## config.mk

```make
export PLATFORM = sky130hd
export DESIGN_NAME = regfile_wr_arbiter_flat
export DESIGN_NICKNAME = d
export VERILOG_FILES = /design/src/rtl/regfile_pkg.sv /design/src/rtl/regfile_wr_arbiter_if.sv /design/src/rtl/regfile_wr_arbiter_rr_arb2.sv /design/src/rtl/regfile_wr_arbiter.sv /design/src/flat_wrapper.sv
export SDC_FILE = /design/constraint.sdc
export NUM_CORES = 1
export LEC_CHECK = 0
export CORE_UTILIZATION = 35
export DETAILED_ROUTE_END_ITERATION = 7
export PLACE_DENSITY = 0.74
export RECOVER_POWER = 50
export SYNTH_ARGS = -nofsm -noshare
export SYNTH_HDL_FRONTEND = slang
export SYNTH_SLANG_ARGS = --single-unit
```

## constraint.sdc

```tcl
create_clock -name clk -period 2.2 [get_ports clk]
set_clock_uncertainty 0.15 [all_clocks]
set_input_delay 0.33 -clock clk [delete_from_list [all_inputs] [get_ports clk]]
set_output_delay 0.33 -clock clk [all_outputs]
set_load 0.03 [all_outputs]
```

## src/rtl/regfile_pkg.sv

```systemverilog
// regfile_pkg: widths and constants shared by the register file and its write arbiter.
package regfile_pkg;
   localparam int DATA_W = 32;
   localparam int ADDR_W = 5;
   localparam int CNT_W  = 8;
   localparam logic [ADDR_W-1:0] REG_ZERO = '0;
   typedef enum logic {PORT0 = 1'b0, PORT1 = 1'b1} port_e;
endpackage

```

## src/rtl/regfile_wr_arbiter_if.sv

```systemverilog
// regfile_wr_arbiter_if: requester, read-address and register-file-write signals of the arbiter.
interface regfile_wr_arbiter_if;
   import regfile_pkg::*;
   logic              freeze;
   logic              req0_valid, req1_valid;
   logic [ADDR_W-1:0] req0_addr, req1_addr;
   logic [DATA_W-1:0] req0_data, req1_data;
   logic              req0_ready, req1_ready;
   logic [ADDR_W-1:0] RsAddr, RtAddr;
   logic              rs_hazard, rt_hazard;
   logic              regWriteEn;
   logic [ADDR_W-1:0] regWriteAddr;
   logic [DATA_W-1:0] regWriteData;
   logic [CNT_W-1:0]  contend_cnt;
   modport master (
      output freeze, req0_valid, req1_valid, req0_addr, req1_addr, req0_data, req1_data, RsAddr, RtAddr,
      input  req0_ready, req1_ready, rs_hazard, rt_hazard, regWriteEn, regWriteAddr, regWriteData, contend_cnt
   );
   modport slave (
      input  freeze, req0_valid, req1_valid, req0_addr, req1_addr, req0_data, req1_data, RsAddr, RtAddr,
      output req0_ready, req1_ready, rs_hazard, rt_hazard, regWriteEn, regWriteAddr, regWriteData, contend_cnt
   );
endinterface

```

## src/rtl/regfile_wr_arbiter_rr_arb2.sv

```systemverilog
// rr_arb2: two-way round-robin grant; the pointer remembers the last port that transferred.
module rr_arb2
   import regfile_pkg::*;
(
   input  logic       clk,
   input  logic       rst_n,
   input  logic [1:0] req,
   input  logic       advance,
   output logic [1:0] gnt
);
   port_e last_q, last_d;
   always_ff @(posedge clk or negedge rst_n) begin
      if (!rst_n) last_q <= PORT1;
      else        last_q <= last_d;
   end
   always_comb begin
      gnt    = (&req) ? ((last_q == PORT1) ? 2'b01 : 2'b10) : req;
      last_d = advance ? (gnt[1] ? PORT1 : PORT0) : last_q;
   end
endmodule

```

## src/rtl/regfile_wr_arbiter.sv

```systemverilog
// regfile_wr_arbiter: arbitrates ALU and load writebacks onto one register-file write port,
// with read-hazard detection and a saturating contention counter.
module regfile_wr_arbiter
   import regfile_pkg::*;
(
   input  logic                 clk,
   input  logic                 rst_n,
   regfile_wr_arbiter_if.slave  bus
);
   logic [1:0]        gnt;
   logic              xfer0, xfer1, both;
   logic              we_q, we_d;
   logic [ADDR_W-1:0] addr_q, addr_d;
   logic [DATA_W-1:0] data_q, data_d;
   logic [CNT_W-1:0]  cnt_q, cnt_d;

   function automatic logic hit(input logic [ADDR_W-1:0] a);
      return (a != REG_ZERO) &&
             ((we_q && addr_q == a) ||
              (bus.req0_valid && bus.req0_addr == a) ||
              (bus.req1_valid && bus.req1_addr == a));
   endfunction

   rr_arb2 u_arb (
      .clk     (clk),
      .rst_n   (rst_n),
      .req     ({bus.req1_valid, bus.req0_valid}),
      .advance (xfer0 | xfer1),
      .gnt     (gnt)
   );

   assign bus.req0_ready   = gnt[0] & ~bus.freeze & rst_n;
   assign bus.req1_ready   = gnt[1] & ~bus.freeze & rst_n;
   assign xfer0            = bus.req0_valid & bus.req0_ready;
   assign xfer1            = bus.req1_valid & bus.req1_ready;
   assign both             = bus.req0_valid & bus.req1_valid;
   assign bus.rs_hazard    = hit(bus.RsAddr) & rst_n;
   assign bus.rt_hazard    = hit(bus.RtAddr) & rst_n;
   assign bus.regWriteEn   = we_q;
   assign bus.regWriteAddr = addr_q;
   assign bus.regWriteData = data_q;
   assign bus.contend_cnt  = cnt_q;

   // Transfers to $0 still move the address/data registers but never raise the enable.
   always_comb begin
      we_d   = 1'b0;
      addr_d = addr_q;
      data_d = data_q;
      if (xfer0) begin
         we_d   = bus.req0_addr != REG_ZERO;
         addr_d = bus.req0_addr;
         data_d = bus.req0_data;
      end else if (xfer1) begin
         we_d   = bus.req1_addr != REG_ZERO;
         addr_d = bus.req1_addr;
         data_d = bus.req1_data;
      end
      cnt_d = (both && !(&cnt_q)) ? cnt_q + CNT_W'(1) : cnt_q;
   end

   always_ff @(posedge clk or negedge rst_n) begin
      if (!rst_n) begin
         we_q   <= 1'b0;
         addr_q <= '0;
         data_q <= '0;
         cnt_q  <= '0;
      end else begin
         we_q   <= we_d;
         addr_q <= addr_d;
         data_q <= data_d;
         cnt_q  <= cnt_d;
      end
   end
endmodule

```

## src/flat_wrapper.sv

```systemverilog
// flat-port wrapper written by rule: the top's interface ports become plain ports
module regfile_wr_arbiter_flat import regfile_pkg::*;
  (clk, rst_n, bus_freeze, bus_req0_valid, bus_req1_valid, bus_req0_addr, bus_req1_addr, bus_req0_data, bus_req1_data, bus_RsAddr, bus_RtAddr, bus_req0_ready, bus_req1_ready, bus_rs_hazard, bus_rt_hazard, bus_regWriteEn, bus_regWriteAddr, bus_regWriteData, bus_contend_cnt);
  regfile_wr_arbiter_if bus_i ();
  input  logic clk;
  input  logic rst_n;
  input wire logic [$bits(bus_i.freeze)-1:0] bus_freeze;
  input wire logic [$bits(bus_i.req0_valid)-1:0] bus_req0_valid;
  input wire logic [$bits(bus_i.req1_valid)-1:0] bus_req1_valid;
  input wire logic [$bits(bus_i.req0_addr)-1:0] bus_req0_addr;
  input wire logic [$bits(bus_i.req1_addr)-1:0] bus_req1_addr;
  input wire logic [$bits(bus_i.req0_data)-1:0] bus_req0_data;
  input wire logic [$bits(bus_i.req1_data)-1:0] bus_req1_data;
  input wire logic [$bits(bus_i.RsAddr)-1:0] bus_RsAddr;
  input wire logic [$bits(bus_i.RtAddr)-1:0] bus_RtAddr;
  output wire logic [$bits(bus_i.req0_ready)-1:0] bus_req0_ready;
  output wire logic [$bits(bus_i.req1_ready)-1:0] bus_req1_ready;
  output wire logic [$bits(bus_i.rs_hazard)-1:0] bus_rs_hazard;
  output wire logic [$bits(bus_i.rt_hazard)-1:0] bus_rt_hazard;
  output wire logic [$bits(bus_i.regWriteEn)-1:0] bus_regWriteEn;
  output wire logic [$bits(bus_i.regWriteAddr)-1:0] bus_regWriteAddr;
  output wire logic [$bits(bus_i.regWriteData)-1:0] bus_regWriteData;
  output wire logic [$bits(bus_i.contend_cnt)-1:0] bus_contend_cnt;
  assign bus_i.freeze = bus_freeze;
  assign bus_i.req0_valid = bus_req0_valid;
  assign bus_i.req1_valid = bus_req1_valid;
  assign bus_i.req0_addr = bus_req0_addr;
  assign bus_i.req1_addr = bus_req1_addr;
  assign bus_i.req0_data = bus_req0_data;
  assign bus_i.req1_data = bus_req1_data;
  assign bus_i.RsAddr = bus_RsAddr;
  assign bus_i.RtAddr = bus_RtAddr;
  assign bus_req0_ready = bus_i.req0_ready;
  assign bus_req1_ready = bus_i.req1_ready;
  assign bus_rs_hazard = bus_i.rs_hazard;
  assign bus_rt_hazard = bus_i.rt_hazard;
  assign bus_regWriteEn = bus_i.regWriteEn;
  assign bus_regWriteAddr = bus_i.regWriteAddr;
  assign bus_regWriteData = bus_i.regWriteData;
  assign bus_contend_cnt = bus_i.contend_cnt;
  regfile_wr_arbiter u_core (.clk(clk), .rst_n(rst_n), .bus(bus_i));
endmodule
```

==> metrics.yaml <==
run_status:
  status: "finished clean"
placement:
  port_buffers: 138
  post-place-ws_ns: -0.07967
  gp_congestion: 0.8588
  placed_area_um2: 4088
  dpl.hpwl_um: 5917
logic_synthesis:
  yosysWarnings: 0
  syn_inst: 291
  synth_fp_nets: 381
  synth_cell_types: 27
  yosysSeqAreaShare: 0.4686
  synthArstFlopShare: 1.000
  ys_dominant_reg_cell: "dfrtp_1"
  ys_ff_latch: 47
  syn_area_um2: 2512
  synth-edff-count: 0
  syn_avg_cell_area_um2: 8.634
worst_setup_path:
  r2r_cells: 4
  crit_start: "u_core.bus.regWriteAddr[4]"
  worst-path-max-fanout: 4
  r2r_slack_ns: 0.26
  timing.rr.start: "u_core.bus.contend_cnt[0]"
  critPathKind: "flop to output pin"
  cpPeakStageDelay_ns: 0.46
  worstPathCellList: "xor2_1, nor4_1, nand3_1, a31oi_1, buf_4"
  worst-path-stages: 5
  arrival_ns: 1.69
  critPathTopFamily: "flip-flops"
  worst_path_max_delay_cell: "dfrtp_2"
  start_kind: "flop"
  crit_path_end: "bus_rt_hazard"
  end_kind: "output pin"
  required_ns: 1.72
  rr_endpoint: "u_core.bus.contend_cnt[1]"
  crit_buf_inv: 1
global_routing:
  antenna_found_initial: 0
  grt_pass1_vias: 2677
  overflow: 0
  grt_pass1_wl_um: 12410
  grt_usage: 0.2086
  grt_max_degree: 45
cells_and_area:
  stdcell_area_um2: 4155
  fin_util: 0.6049
  drive_above_1_share: 0.09234
  fin_nets: 533
  final_common_cell: "clkdlybuf4s50_1"
  insertedDiodeCount: 0
  layout_common_cells: "clkdlybuf4s50_1, nand2_1, dfrtp_1"
  areaGrowthSynthToFinish_pct: 65.39
timing:
  rsz0062_at_grt: "true"
  fmax_mhz: 460.0
  post-route-period-util: 0.9882
  slew_viol_final: 0
  max_slew_margin: 0.3284
  setup_viol: 0
  hold_viol: 0
  worst_slew_pin_slew_ns: 1.007
  setup_slack_ns: 0.02589
  min_period_ns: 2.174
routing:
  routed_via_density: 4.924
  ant_nets: 0
  drc: 0
  drt_pre_antenna_iters: 6
  routed_wl_um: 7702
  dr_total_vias: 2659
  drtIter0Drc: 132
  wl_per_cell_um: 14.26
pwr:
  leakage_nw: 1.830
  ir_drop_mv: 0.3446
  p_per_area_nw_per_um2: 799.8
floorplanning:
  start_util: 0.3658
  core_um2: 6869
  die_w_um: 86.73
  die_y_um: 86.73
  io_pins: 139
  die-area_um2: 7521
  rows: 30
clock_tree:
  clkTransAtPathRegs_ns: 0.08
  clock_path_buffers: 2
  htreeDepth: 2
  cts_buffers: 5
  cts_tree: "built"
  clkLatencyLatePin_ns: 0.29
  cts_root_buffer: "clkbuf_8"
  cts_sinks: 47
worst_hold_path:
  hold_class: "input port to flop"
  holdPathStages: 3
run:
  drv_cap: 0
## worst min-delay path by stage
stage | slack [ns] | to | startpoint
floorplan | -0.12 | u_core.bus.contend_cnt[0] | rst_n
CTS | 0.26 | u_core.u_arb.last_q | rst_n
global route | 0.28 | u_core.u_arb.last_q | rst_n
detailed placement | 0.14 | u_core.bus.regWriteAddr[0] | rst_n
finish | 0.27 | u_core.u_arb.last_q | rst_n
global placement | 0.13 | u_core.bus.regWriteAddr[4] | rst_n
## state kept, by name, summed over array words and instances (netlist names)
signal                   flops
u_core.u_arb.last_q          1
u_core.bus.contend_cnt       8
u_core.bus.regWriteEn        1
u_core.bus.regWriteData     32
u_core.bus.regWriteAddr      5
## worst reg2reg max path: cells and delay by family, from the launching register on
| kind | cells | cell delay [ns] |
|---|---|---|
| and+or+nand+nor | 1 | 0.09 |
| DFF | 1 | 0.42 |
| adders and majority gates | 1 | 0.24 |
| muxes | 1 | 0.40 |
| AOI/OAI and AO/OA | 1 | 0.53 |
## cells in the mapped netlist, types with 4 or more instances
| library cell | instances | area (um^2) |
|---|---|---|
| xnor2_1 | 7 | 61.31 |
| or4_1 | 4 | 30.03 |
| a22oi_1 | 5 | 37.54 |
| a31oi_1 | 35 | 219.0 |
| o21ai_0 | 5 | 25.02 |
| dfrtp_1 | 46 | 1151 |
| xor2_1 | 30 | 262.8 |
| buf_2 | 10 | 50.05 |
| nor2_1 | 35 | 131.4 |
| nand3_1 | 11 | 55.05 |
| nand2_1 | 78 | 292.8 |
| nor4_1 | 6 | 37.54 |
## cells by family after synthesis
kind of cell             share of synthesized area
multiplexers                              0.004482
flip-flops                                  0.4686
AO/OA/AOI/OAI                               0.1190
AND/OR/NAND/NOR                             0.2361
XOR/XNOR                                    0.1290
buffers and inverters                      0.03785
adder cells (fa/ha/maj)                   0.004979
## per-layer routing
metal,share of wire,GRT usage,vias up
li1,-,-,1292
met1,0.43,0.2545,1263
met2,0.50,0.3672,94
met3,0.055,0.04190,10
met4,0.017,0.07121,0
met5,0,0,-
## per-stage QoR
step	setup TNS [ns]	total power, mW	std cells	hold WS [ns]
finish	0	3.323	540	0.2662
global route	-0.09057	3.504	540	0.2754
CTS	0	3.369	540	0.2632
detailed placement	-0.1514	2.849	530	0.1390
global placement	-0.1379	2.813	530	0.1313
floorplan	0	2.062	291	-0.1156
## cell type report
type                    instances  area, um^2
fillers                       612        2714
repair buffers                159        1521
multi-input cells             227        1235
flip-flops and latches         47        1182
well taps                      96       120.1
clock buffers                   6       72.57
clock inverters                 2       12.51
inverters                       3       11.26
## where the power goes
group | internal (mW) | total, mW | leakage [nW] | switching [mW]
logic | 0.709 | 1.54 | 1.23 | 0.828
registers | 1.09 | 1.28 | 0.554 | 0.188
clock network | 0.222 | 0.507 | 0.0412 | 0.284
total | 2.02 | 3.32 | 1.83 | 1.30
## repair_timing
action,in CTS,in global routing
hold buffers,1,0
pin swaps,9,6
endpoints found under the setup margin,2,2
gates cloned,0,0
setup buffers,1,0
gates resized for setup,20,3
hold endpoints to repair,43,0
(Power assumes the default switching activity.)
